### config.mk
export PLATFORM = sky130hd
export DESIGN_NAME = color_seeker
export DESIGN_NICKNAME = d
export VERILOG_FILES = /design/src/rtl/color_pkg.sv /design/src/rtl/cycle_timer.sv /design/src/rtl/color_seeker.sv
export SDC_FILE = /design/constraint.sdc
export NUM_CORES = 1
export LEC_CHECK = 0
export CAP_MARGIN = 20
export CORE_UTILIZATION = 37
export CTS_BUF_LIST = sky130_fd_sc_hd__clkbuf_4
export CTS_CLUSTER_SIZE = 20
export DETAILED_ROUTE_END_ITERATION = 8
export DONT_BUFFER_PORTS = 1
export HOLD_SLACK_MARGIN = 0.08
export SYNTH_ARGS = -nofsm -noshare
export SYNTH_HDL_FRONTEND = slang
export SYNTH_SLANG_ARGS = --single-unit
### constraint.sdc
create_clock -name clk -period 3.3 [get_ports clk]
set_input_delay 0.165 -clock clk [delete_from_list [all_inputs] [get_ports clk]]
set_output_delay 0.165 -clock clk [all_outputs]
set_load 0.02 [all_outputs]
### src/rtl/color_pkg.sv
// color_pkg
// Shared definitions for the colour seeker:
//   - state-index constants IDLE_S..WHITE_S (mixer state numbers 0..7)
//   - active-high RGB colour codes IDLE..WHITE, bit2=red, bit1=green, bit0=blue
//   - seek_state_t, the seeker FSM state enum
package color_pkg;

    // Mixer state indices
    localparam logic [2:0] IDLE_S    = 3'd0;
    localparam logic [2:0] RED_S     = 3'd1;
    localparam logic [2:0] GREEN_S   = 3'd2;
    localparam logic [2:0] BLUE_S    = 3'd3;
    localparam logic [2:0] YELLOW_S  = 3'd4;
    localparam logic [2:0] CYAN_S    = 3'd5;
    localparam logic [2:0] MAGENTA_S = 3'd6;
    localparam logic [2:0] WHITE_S   = 3'd7;

    // Active-high LED colour codes {r,g,b}
    localparam logic [2:0] IDLE    = 3'b000;
    localparam logic [2:0] RED     = 3'b100;
    localparam logic [2:0] GREEN   = 3'b010;
    localparam logic [2:0] BLUE    = 3'b001;
    localparam logic [2:0] YELLOW  = 3'b110;
    localparam logic [2:0] CYAN    = 3'b011;
    localparam logic [2:0] MAGENTA = 3'b101;
    localparam logic [2:0] WHITE   = 3'b111;

    typedef enum logic [2:0] {
        ST_IDLE,
        ST_CHECK,
        ST_PRESS,
        ST_GAP,
        ST_DONE,
        ST_ERR
    } seek_state_t;

endpackage

### src/rtl/cycle_timer.sv
// cycle_timer
// Loadable down-counter. Loading value V makes done go high V cycles later
// (done is high immediately for V=0), so a state that loads N-1 on entry and
// leaves on done lasts exactly N cycles. The counter parks at zero.
// Ports:
//   clk, rst_n  clock, synchronous active-low reset
//   load        load load_val this cycle (wins over counting)
//   load_val    value to load
//   done        count has reached zero
module cycle_timer #(
    parameter int W = 6
) (
    input  logic         clk,
    input  logic         rst_n,
    input  logic         load,
    input  logic [W-1:0] load_val,
    output logic         done
);

    logic [W-1:0] count;

    always_ff @(posedge clk) begin
        if (!rst_n)
            count <= '0;
        else if (load)
            count <= load_val;
        else if (count != '0)
            count <= count - 1'b1;
    end

    assign done = (count == '0);

endmodule

### src/rtl/color_seeker.sv
// color_seeker
// Drives a colour mixer's push-button until the mixer's LEDs show the
// requested state, or gives up after NUM_STATES presses.
// Ports:
//   clk, rst_n   clock, synchronous active-low reset
//   req_i        start request (accepted only when idle)
//   target_i     target state index, sampled with an accepted request
//   rgb_n_i      active-low LED feedback {r,g,b}
//   sw_o         synthetic button press, high for PRESS_CYCLES per press
//   busy_o       request in progress
//   done_o       one-cycle pulse: target reached
//   err_o        one-cycle pulse: target out of range or never reached
//   presses_o    presses issued for the current/last request
//   cur_state_o  registered state index decoded from rgb_n_i
module color_seeker
    import color_pkg::*;
#(
    parameter int NUM_STATES   = 8,
    parameter int PRESS_CYCLES = 16,
    parameter int GAP_CYCLES   = 32
) (
    input  logic       clk,
    input  logic       rst_n,
    input  logic       req_i,
    input  logic [2:0] target_i,
    input  logic [2:0] rgb_n_i,
    output logic       sw_o,
    output logic       busy_o,
    output logic       done_o,
    output logic       err_o,
    output logic [3:0] presses_o,
    output logic [2:0] cur_state_o
);

    localparam int MAX_CYC = (PRESS_CYCLES > GAP_CYCLES) ? PRESS_CYCLES : GAP_CYCLES;
    localparam int TW      = $clog2(MAX_CYC + 1);
    localparam logic [TW-1:0] PRESS_LOAD = TW'(PRESS_CYCLES - 1);
    localparam logic [TW-1:0] GAP_LOAD   = TW'(GAP_CYCLES - 1);
    localparam logic [3:0]    MAX_PRESS  = 4'(NUM_STATES);

    seek_state_t   state_q, state_d;
    logic [2:0]    target_q;
    logic [2:0]    color;
    logic [2:0]    decoded;
    logic          tmr_load;
    logic [TW-1:0] tmr_val;
    logic          tmr_done;
    logic          press_inc;

    // LED colour -> mixer state index
    assign color = ~rgb_n_i;

    always_comb begin
        decoded = IDLE_S;
        case (color)
            IDLE:    decoded = IDLE_S;
            RED:     decoded = RED_S;
            GREEN:   decoded = GREEN_S;
            BLUE:    decoded = BLUE_S;
            YELLOW:  decoded = YELLOW_S;
            CYAN:    decoded = CYAN_S;
            MAGENTA: decoded = MAGENTA_S;
            WHITE:   decoded = WHITE_S;
            default: decoded = IDLE_S;
        endcase
    end

    cycle_timer #(.W(TW)) u_timer (
        .clk      (clk),
        .rst_n    (rst_n),
        .load     (tmr_load),
        .load_val (tmr_val),
        .done     (tmr_done)
    );

    always_comb begin
        state_d   = state_q;
        tmr_load  = 1'b0;
        tmr_val   = '0;
        press_inc = 1'b0;
        case (state_q)
            ST_IDLE:
                if (req_i) state_d = ST_CHECK;
            ST_CHECK: begin
                // The range check runs on the latched target in the first
                // CHECK cycle, so a bad target errors with the same two-cycle
                // latency as a target that is already showing.
                if ({1'b0, target_q} >= MAX_PRESS)
                    state_d = ST_ERR;
                else if (cur_state_o == target_q)
                    state_d = ST_DONE;
                else if (presses_o == MAX_PRESS)
                    state_d = ST_ERR;
                else begin
                    state_d   = ST_PRESS;
                    tmr_load  = 1'b1;
                    tmr_val   = PRESS_LOAD;
                    press_inc = 1'b1;
                end
            end
            ST_PRESS:
                if (tmr_done) begin
                    state_d  = ST_GAP;
                    tmr_load = 1'b1;
                    tmr_val  = GAP_LOAD;
                end
            ST_GAP:
                if (tmr_done) state_d = ST_CHECK;
            ST_DONE:  state_d = ST_IDLE;
            ST_ERR:   state_d = ST_IDLE;
            default:  state_d = ST_IDLE;
        endcase
    end

    always_ff @(posedge clk) begin
        if (!rst_n) begin
            state_q     <= ST_IDLE;
            target_q    <= '0;
            presses_o   <= '0;
            cur_state_o <= '0;
        end else begin
            state_q     <= state_d;
            cur_state_o <= decoded;
            if (state_q == ST_IDLE && req_i) begin
                target_q  <= target_i;
                presses_o <= '0;
            end else if (press_inc && presses_o != MAX_PRESS) begin
                presses_o <= presses_o + 4'd1;
            end
        end
    end

    // Outputs decode straight from the state register, so sw_o drops on the
    // first reset edge.
    assign sw_o   = (state_q == ST_PRESS);
    assign busy_o = (state_q != ST_IDLE);
    assign done_o = (state_q == ST_DONE);
    assign err_o  = (state_q == ST_ERR);

endmodule

==> Implementation_results.wiki, run 1 <==
{| class="wikitable"
! Metric !! Value
|-
| Count of standard-cell rows || 18
|-
| Library cell with the largest summed area after synthesis || dfxtp_1
|-
| Number of diodes added for antenna fixing || 0
|-
| Layer carrying the most global-route usage || met2
|-
| Cell-by-cell listing of the critical path || inv_1 -> ha_1 -> and3b_1 -> or4_1 -> or3_1 -> a21boi_1
|-
| Commonest non-fill, non-tap cell in the layout || dfxtp_1
|-
| Maximum number of pins on one net before global-route repair || 15
|-
| Hold Path Class || in -> reg
|-
| Initial antenna violation count || 0
|-
| Yosys warns || 0
|-
| Unique cell type count in the Yosys netlist || 33
|-
| Pint || 0.000439 W
|-
| Data required time of the critical path || 3.55 ns
|-
| Static Leakage || 0.442 nW
|-
| Wire length after detailed routing || 1940 um
|-
| Synthesized-area fraction occupied by adder cells || 7.49%
|-
| Total setup violations reported at the end of the flow || 0
|-
| Net Count, Synth || 126
|-
| Most used cells in the layout excluding fill and tap cells || dfxtp_1, inv_1, nor3_1
|-
| Cell chosen for the clock root || clkbuf_4
|-
| Cell area after synthesis || 1000 um2
|-
| Sequential area share after synthesis || 38.0%
|-
| Simple-gate share of the synthesized area || 26.6%
|-
| Launching point of the worst reg2reg path || presses_o[0]
|-
| Clock buffers created by TritonCTS || 3
|-
| GRT overflow || 0
|-
| Count of vias placed by the detailed router || 799
|-
| Number of buffer and inverter stages on the critical path || 1
|-
| Via count of the first global-routing pass || 775
|-
| Launching element type of the critical path || flip-flop
|-
| Effective utilization at floorplan || 39.7%
|-
| Final HPWL from detailed placement || 1440 um
|-
| Overall die height || 54.0 um
|-
| GR Util All Layers || 16.1%
|-
| Worst reg2reg setup slack || 1.28 ns
|-
| Relative contribution of combinational cells to total power || 37.5%
|-
| First-pass detailed-route iteration total || 4
|-
| Hold depth || 2
|-
| Net switching component of the power || 0.000255 W
|-
| Clock transition at the registers of the reported paths || 0.12 ns
|-
| H-tree depth || 1
|-
| Max cap viols || 0
|-
| Cells taking the most area after synthesis || dfxtp_1, ha_1, mux2i_1
|-
| Critical path class || reg -> reg
|-
| Largest clock skew in the final design || 0.00421 ns
|-
| Post-layout minimum cycle time || 2.02 ns
|-
| Power, Total || 0.000694 W
|-
| Status || complete, no violations
|-
| Slew Limit Fails || 0
|-
| Setup repair after global routing missed its margin || no
|-
| Area of the core || 2520 um2
|-
| Area Overhead vs Synth || 13.1%
|-
| Top_reg_cell synth || dfxtp_1
|-
| Cell type group with the largest total delay on the critical path || simple AND/OR/NAND/NOR gates
|-
| Gp weighted congestion || 0.780
|-
| Maximum fanout encountered on the critical timing path || 5
|-
| Mux contribution to synthesized area || 5.99%
|-
| Post-synthesis sequential element count || 19
|-
| First-pass GRT wire length || 3280 um
|-
| Count of nets left with antenna violations after detail routing || 0
|-
| TritonCTS clock tree || done
|-
| Final TNS setup || 0 ns
|-
| Power per cell area || 612 nW/um2
|-
| Share of post-route cells with drive strength above 1 || 6.61%
|-
| Quantity of gates resized following cts || 0
|-
| Cell area reported after detailed placement || 1040 um2
|-
| Synthesized area divided by synthesized cell count || 9.03 um2
|-
| Vias/cell || 5.29
|-
| Slowest Stage Delay on Critical Path || 0.53 ns
|-
| Final instance count without filler cells || 151
|-
| Number of synthesized flops with an enable pin || 0
|-
| Element type at the critical path end || flip-flop
|-
| Proportion of register bits with asynchronous set or reset after synthesis || 0%
|-
| Yosys top cell area share || 38.0%
|-
| Port bufs || 0
|-
| Worst-case vdd ir drop || 227 uV
|-
| DRC errors left || 0
|-
| Portion of the clock cycle consumed by the worst path in the final layout || 61.1%
|-
| TritonCTS sink count || 19
|-
| Layout fillers || 266
|-
| Met2 track demand over resource || 28.4%
|-
| Post-CTS repair timing setup buffer count || 0
|-
| Met1 global-route usage || 18.1%
|-
| Sequential share of power || 44.2%
|-
| Final instance area || 1130 um2
|-
| Worst Path Arrival || 2.27 ns
|-
| Global routing met3 resource utilization || 3.39%
|-
| Final count of hold timing violations || 0
|-
| Number of instances in the synthesized netlist || 111
|-
| Combinational family with the most area after synthesis || simple AND/OR/NAND/NOR gates
|-
| DR iter-0 viols || 6
|-
| Cell with the largest stage delay on the worst path || dfxtp_1
|-
| Net switching fraction of the power || 36.8%
|-
| Clk pwr share || 18.3%
|-
| Die X-Extent || 54.0 um
|-
| Fmax || 496 MHz
|-
| Worst r2r path cells || 6
|-
| Nets@finish || 137
|-
| Average detailed-routed wire length per instance || 12.9 um
|-
| Die footprint || 2920 um2
|-
| Hold path endpoint || cur_state_o[2]
|-
| Reg-to-Reg End || presses_o[3]
|-
| Relative slew slack || 57.0%
|-
| Area fraction in compound gates after synthesis || 13.7%
|-
| Worst min-delay path startpoint || rgb_n_i[2]
|-
| Clk Latency, worst-skew pair || 0.31 ns
|-
| Fraction of synthesized cell area in xor and xnor cells || 5.24%
|-
| Number of cells in the design after placement || 141
|-
| Deepest clock path buffer count || 2
|-
| Least-Margin Pin Slew || 0.639 ns
|-
| Count of boundary I/O pins || 20
|}
-- per-stage QoR --
| stage | utilization, % | setup slack, ns | hold slack [ns] |
|---|---|---|---|
| 6_report | 44.9 | 1.28 | 0.0896 |
| 5_1_grt | 44.9 | 1.18 | 0.101 |
| 4_1_cts | 44.9 | 1.29 | 0.0841 |
| 3_5_place_dp | 41.4 | 1.32 | 0.289 |
| 3_3_place_gp | 41.4 | 1.35 | 0.286 |
| 2_1_floorplan | - | 1.39 | 0.293 |
-- worst reg2reg max path, delay by kind of cell (launching register included) --
family / cells / cell delay (ns)
buf+inv: 1 / 0.11
flops: 1 / 0.53
simple gates: 3 / 1.00
compound gates: 1 / 0.13
fa+ha+maj: 1 / 0.20
-- power groups by stage --
| stage | clock, W | combinational, W | sequential (W) |
|---|---|---|---|
| final | 0.000127 | 0.000260 | 0.000306 |
| after global routing | 0.000146 | 0.000296 | 0.000313 |
| after CTS | 0.000132 | 0.000264 | 0.000306 |
| after detailed placement | 0 | 0.000253 | 0.000311 |
| after global placement | 0 | 0.000248 | 0.000310 |
| after floorplan | 0 | 0.000216 | 0.000304 |
-- Yosys cell counts, drive strengths merged, types with 3 or more instances --
cell type	instances
a21boi	3
and2	3
dfxtp	19
ha	6
inv	7
mux2i	6
nand2	5
nand2b	3
nand3	5
nor2	5
nor2b	5
nor3	7
o21a	3
o21ai	6
or3	5
xnor2	5
-- routing by layer --
layer  vias up  part of all wire [%]
li1        413                     -
met2        13                    49
met5         -                     0
met1       371                    46
met3         2                   3.5
met4         0                   1.2
-- state kept, by name, summed over array words and instances, names as in the netlist --
register,flops
cur_state_o,3
target_q,3
state_q,3
presses_o,4
u_timer.count,6
-- area by class of cell --
cell class	instances	area [um2]	area share (%)
Clock buffer	3	22.5	1.99
Clock inverter	1	7.51	0.662
Multi-Input combinational cell	84	592	52.2
Timing Repair Buffer	7	67.6	5.96
Sequential cell	19	380	33.6
Tap cell	30	37.5	3.31
Inverter	7	26.3	2.32
-- what timing repair did --
| action | CTS | global route |
|---|---|---|
| endpoints found under the hold margin | 15 | 0 |
| endpoints found under the setup margin | 0 | 0 |
| hold buffers | 6 | 0 |
-- worst max path at each step --
stage	end	depth (start not counted)	start	slack, ns
floorplan	presses_o[3]	6	presses_o[0]	1.39
global placement	presses_o[3]	6	presses_o[0]	1.35
detailed placement	presses_o[3]	6	presses_o[0]	1.32
CTS	presses_o[3]	6	presses_o[0]	1.29
global route	presses_o[3]	6	presses_o[0]	1.18
finish	presses_o[3]	6	presses_o[0]	1.28
-- logic make-up (layout without fill, tap and decap cells) --
logic type	Yosys count	in the layout
AOI/OAI and AO/OA	20	20
xor gates and xnor gates	6	6
adders and majority gates	6	6
buffers and inverters	8	18
DFF	19	19
muxes	6	6
and+or+nand+nor	46	46
Note: power is estimated with default switching activity, not from simulation.
==> inputs of run 2 (changes only) <==
==> constraint.sdc (replaced) <==
create_clock -name clk -period 1.9 [get_ports clk]
set_input_delay 0.095 -clock clk [delete_from_list [all_inputs] [get_ports clk]]
set_output_delay 0.095 -clock clk [all_outputs]
set_load 0.02 [all_outputs]
==> run 2 against run 1 <==
Compared with the run above:
- clock skew up 0.00069 ns
- worst setup slack worse by 1.2 ns
- count of clock-buffer cells in the layout increased by 1
- register-to-register slack got worse by 1.2 ns
- sequential share of layout area fell by 1.5 points
- critical path depth did not move
- sequential cell count did not move
- largest power group unchanged
==> Implementation_results.wiki, run 2 (synthesis gave the netlist of run 1 again) <==
{| class="wikitable"
! Metric !! Value
|-
| Status || complete, no violations
|-
| First-pass detailed-route iteration total || 4
|-
| Hold path endpoint || cur_state_o[1]
|-
| Maximum number of pins on one net before global-route repair || 15
|-
| Launching element type of the critical path || flip-flop
|-
| Critical path class || reg -> reg
|-
| Area of the core || 2520 um2
|-
| Largest clock skew in the final design || 0.00490 ns
|-
| Initial antenna violation count || 0
|-
| Share of post-route cells with drive strength above 1 || 14.3%
|-
| Most used cells in the layout excluding fill and tap cells || dfxtp_1, inv_1, nor3_1
|-
| Portion of the clock cycle consumed by the worst path in the final layout || 94.7%
|-
| Die footprint || 2920 um2
|-
| Layout fillers || 263
|-
| Top Registers || u_timer.count x6, presses_o x4
|-
| Die X-Extent || 54.0 um
|-
| Total setup violations reported at the end of the flow || 0
|-
| Via count of the first global-routing pass || 790
|-
| Least-Margin Pin Slew || 0.635 ns
|-
| Effective utilization at floorplan || 39.7%
|-
| Worst Path Arrival || 2.00 ns
|-
| GRT overflow || 0
|-
| Final TNS setup || 0 ns
|-
| Data required time of the critical path || 2.10 ns
|-
| Clock transition at the registers of the reported paths || 0.11 ns
|-
| Post-CTS repair timing setup buffer count || 0
|-
| Post-Place Setup Slack || 0.0370 ns
|-
| Count of boundary I/O pins || 20
|-
| Worst r2r path cells || 6
|-
| Static Leakage || 0.478 nW
|-
| Count of nets left with antenna violations after detail routing || 0
|-
| Average detailed-routed wire length per instance || 13.1 um
|-
| Deepest clock path buffer count || 2
|-
| DRC errors left || 0
|-
| Fmax || 555 MHz
|-
| Worst min-delay path startpoint || rgb_n_i[1]
|-
| First-pass GRT wire length || 3360 um
|-
| DR iter-0 viols || 8
|-
| Port bufs || 0
|-
| TritonCTS sink count || 19
|-
| Vias/cell || 5.34
|-
| Register bank with the most flops || u_timer.count
|-
| Overall die height || 54.0 um
|-
| Slew Limit Fails || 0
|-
| Nets@finish || 142
|-
| Largest register FFs || 6
|-
| Cell chosen for the clock root || clkbuf_4
|-
| Post-layout minimum cycle time || 1.80 ns
|-
| Final count of hold timing violations || 0
|-
| Worst reg2reg setup slack || 0.1 ns
|-
| Relative slew slack || 57.4%
|-
| Clock buffers created by TritonCTS || 3
|-
| Gp weighted congestion || 0.762
|-
| Max cap viols || 0
|-
| Power per cell area || 1080 nW/um2
|-
| H-tree depth || 1
|-
| Element type at the critical path end || flip-flop
|-
| Count of standard-cell rows || 18
|-
| Commonest non-fill, non-tap cell in the layout || dfxtp_1
|-
| Hold Path Class || in -> reg
|-
| Clk Latency, worst-skew pair || 0.29 ns
|-
| Maximum fanout encountered on the critical timing path || 4
|-
| Reg-to-Reg End || u_timer.count[3]
|-
| Worst Slack Setup Final || 0.0998 ns
|-
| GR Util All Layers || 16.1%
|-
| TritonCTS clock tree || done
|-
| Area Overhead vs Synth || 18.7%
|-
| Number of diodes added for antenna fixing || 0
|-
| Wire length after detailed routing || 2050 um
|-
| Launching point of the worst reg2reg path || u_timer.count[0]
|-
| Setup repair after global routing missed its margin || no
|-
| Worst-case vdd ir drop || 473 uV
|-
| Hold depth || 2
|-
| Final HPWL from detailed placement || 1460 um
|-
| Count of vias placed by the detailed router || 833
|}
## run 2: worst max path at each step
stage / from / end / slack (ns)
global placement: u_timer.count[0] / u_timer.count[3] / 0.12
CTS: u_timer.count[0] / u_timer.count[3] / 0.06
floorplan: presses_o[1] / presses_o[3] / 0.03
finish: u_timer.count[0] / u_timer.count[3] / 0.1
global route: u_timer.count[0] / u_timer.count[3] / 0.02
detailed placement: u_timer.count[0] / u_timer.count[3] / 0.04
## run 2: metal layers
metal / track usage [%] / wire length [um]
met1: 19.5 / 949
met2: 26.5 / 958
met3: 4.80 / 111
met4: 6.41 / 27
met5: 0 / 0
## run 2: area by class of cell
cell class                      instances  area, um2  share of cell area (%)
Multi-Input combinational cell         84        609                    51.2
Sequential cell                        19        382                    32.1
Clock buffer                            4       30.0                    2.52
Timing Repair Buffer                   12        105                    8.83
Inverter                                7       26.3                    2.21
Tap cell                               30       37.5                    3.15
## run 2: repair_timing
item	in CTS	in global routing
endpoints found under the setup margin	1	2
endpoints found under the hold margin	15	0
hold buffers	6	0
gates resized for setup	1	3
## run 2: critical path, cell delays in order (launching register included)
cell and delay (ns):
dfxtp_1 0.34, inv_1 0.09, ha_1 0.18, or3b_4 0.41, nor4_2 0.32, a211oi_2 0.08
o31a_1 0.28
## run 2: power breakdown
| group | switching (W) | internal [W] |
|---|---|---|
| combinational | 0.000262 | 0.000258 |
| clock | 0.000127 | 0.0000959 |
| sequential | 0.0000729 | 0.000466 |
## run 2: per-stage QoR
stage	hold slack (ns)	total power (W)	std cells	util, %	area (um2)
6_report	0.102	0.00128	156	47.2	1190
5_1_grt	0.124	0.00137	156	47.2	1190
4_1_cts	0.0981	0.00126	156	46.7	1180
3_5_place_dp	0.218	0.00101	146	42.9	1080
3_3_place_gp	0.215	0.000995	146	42.9	1080
2_1_floorplan	0.223	0.000903	111	-	1000
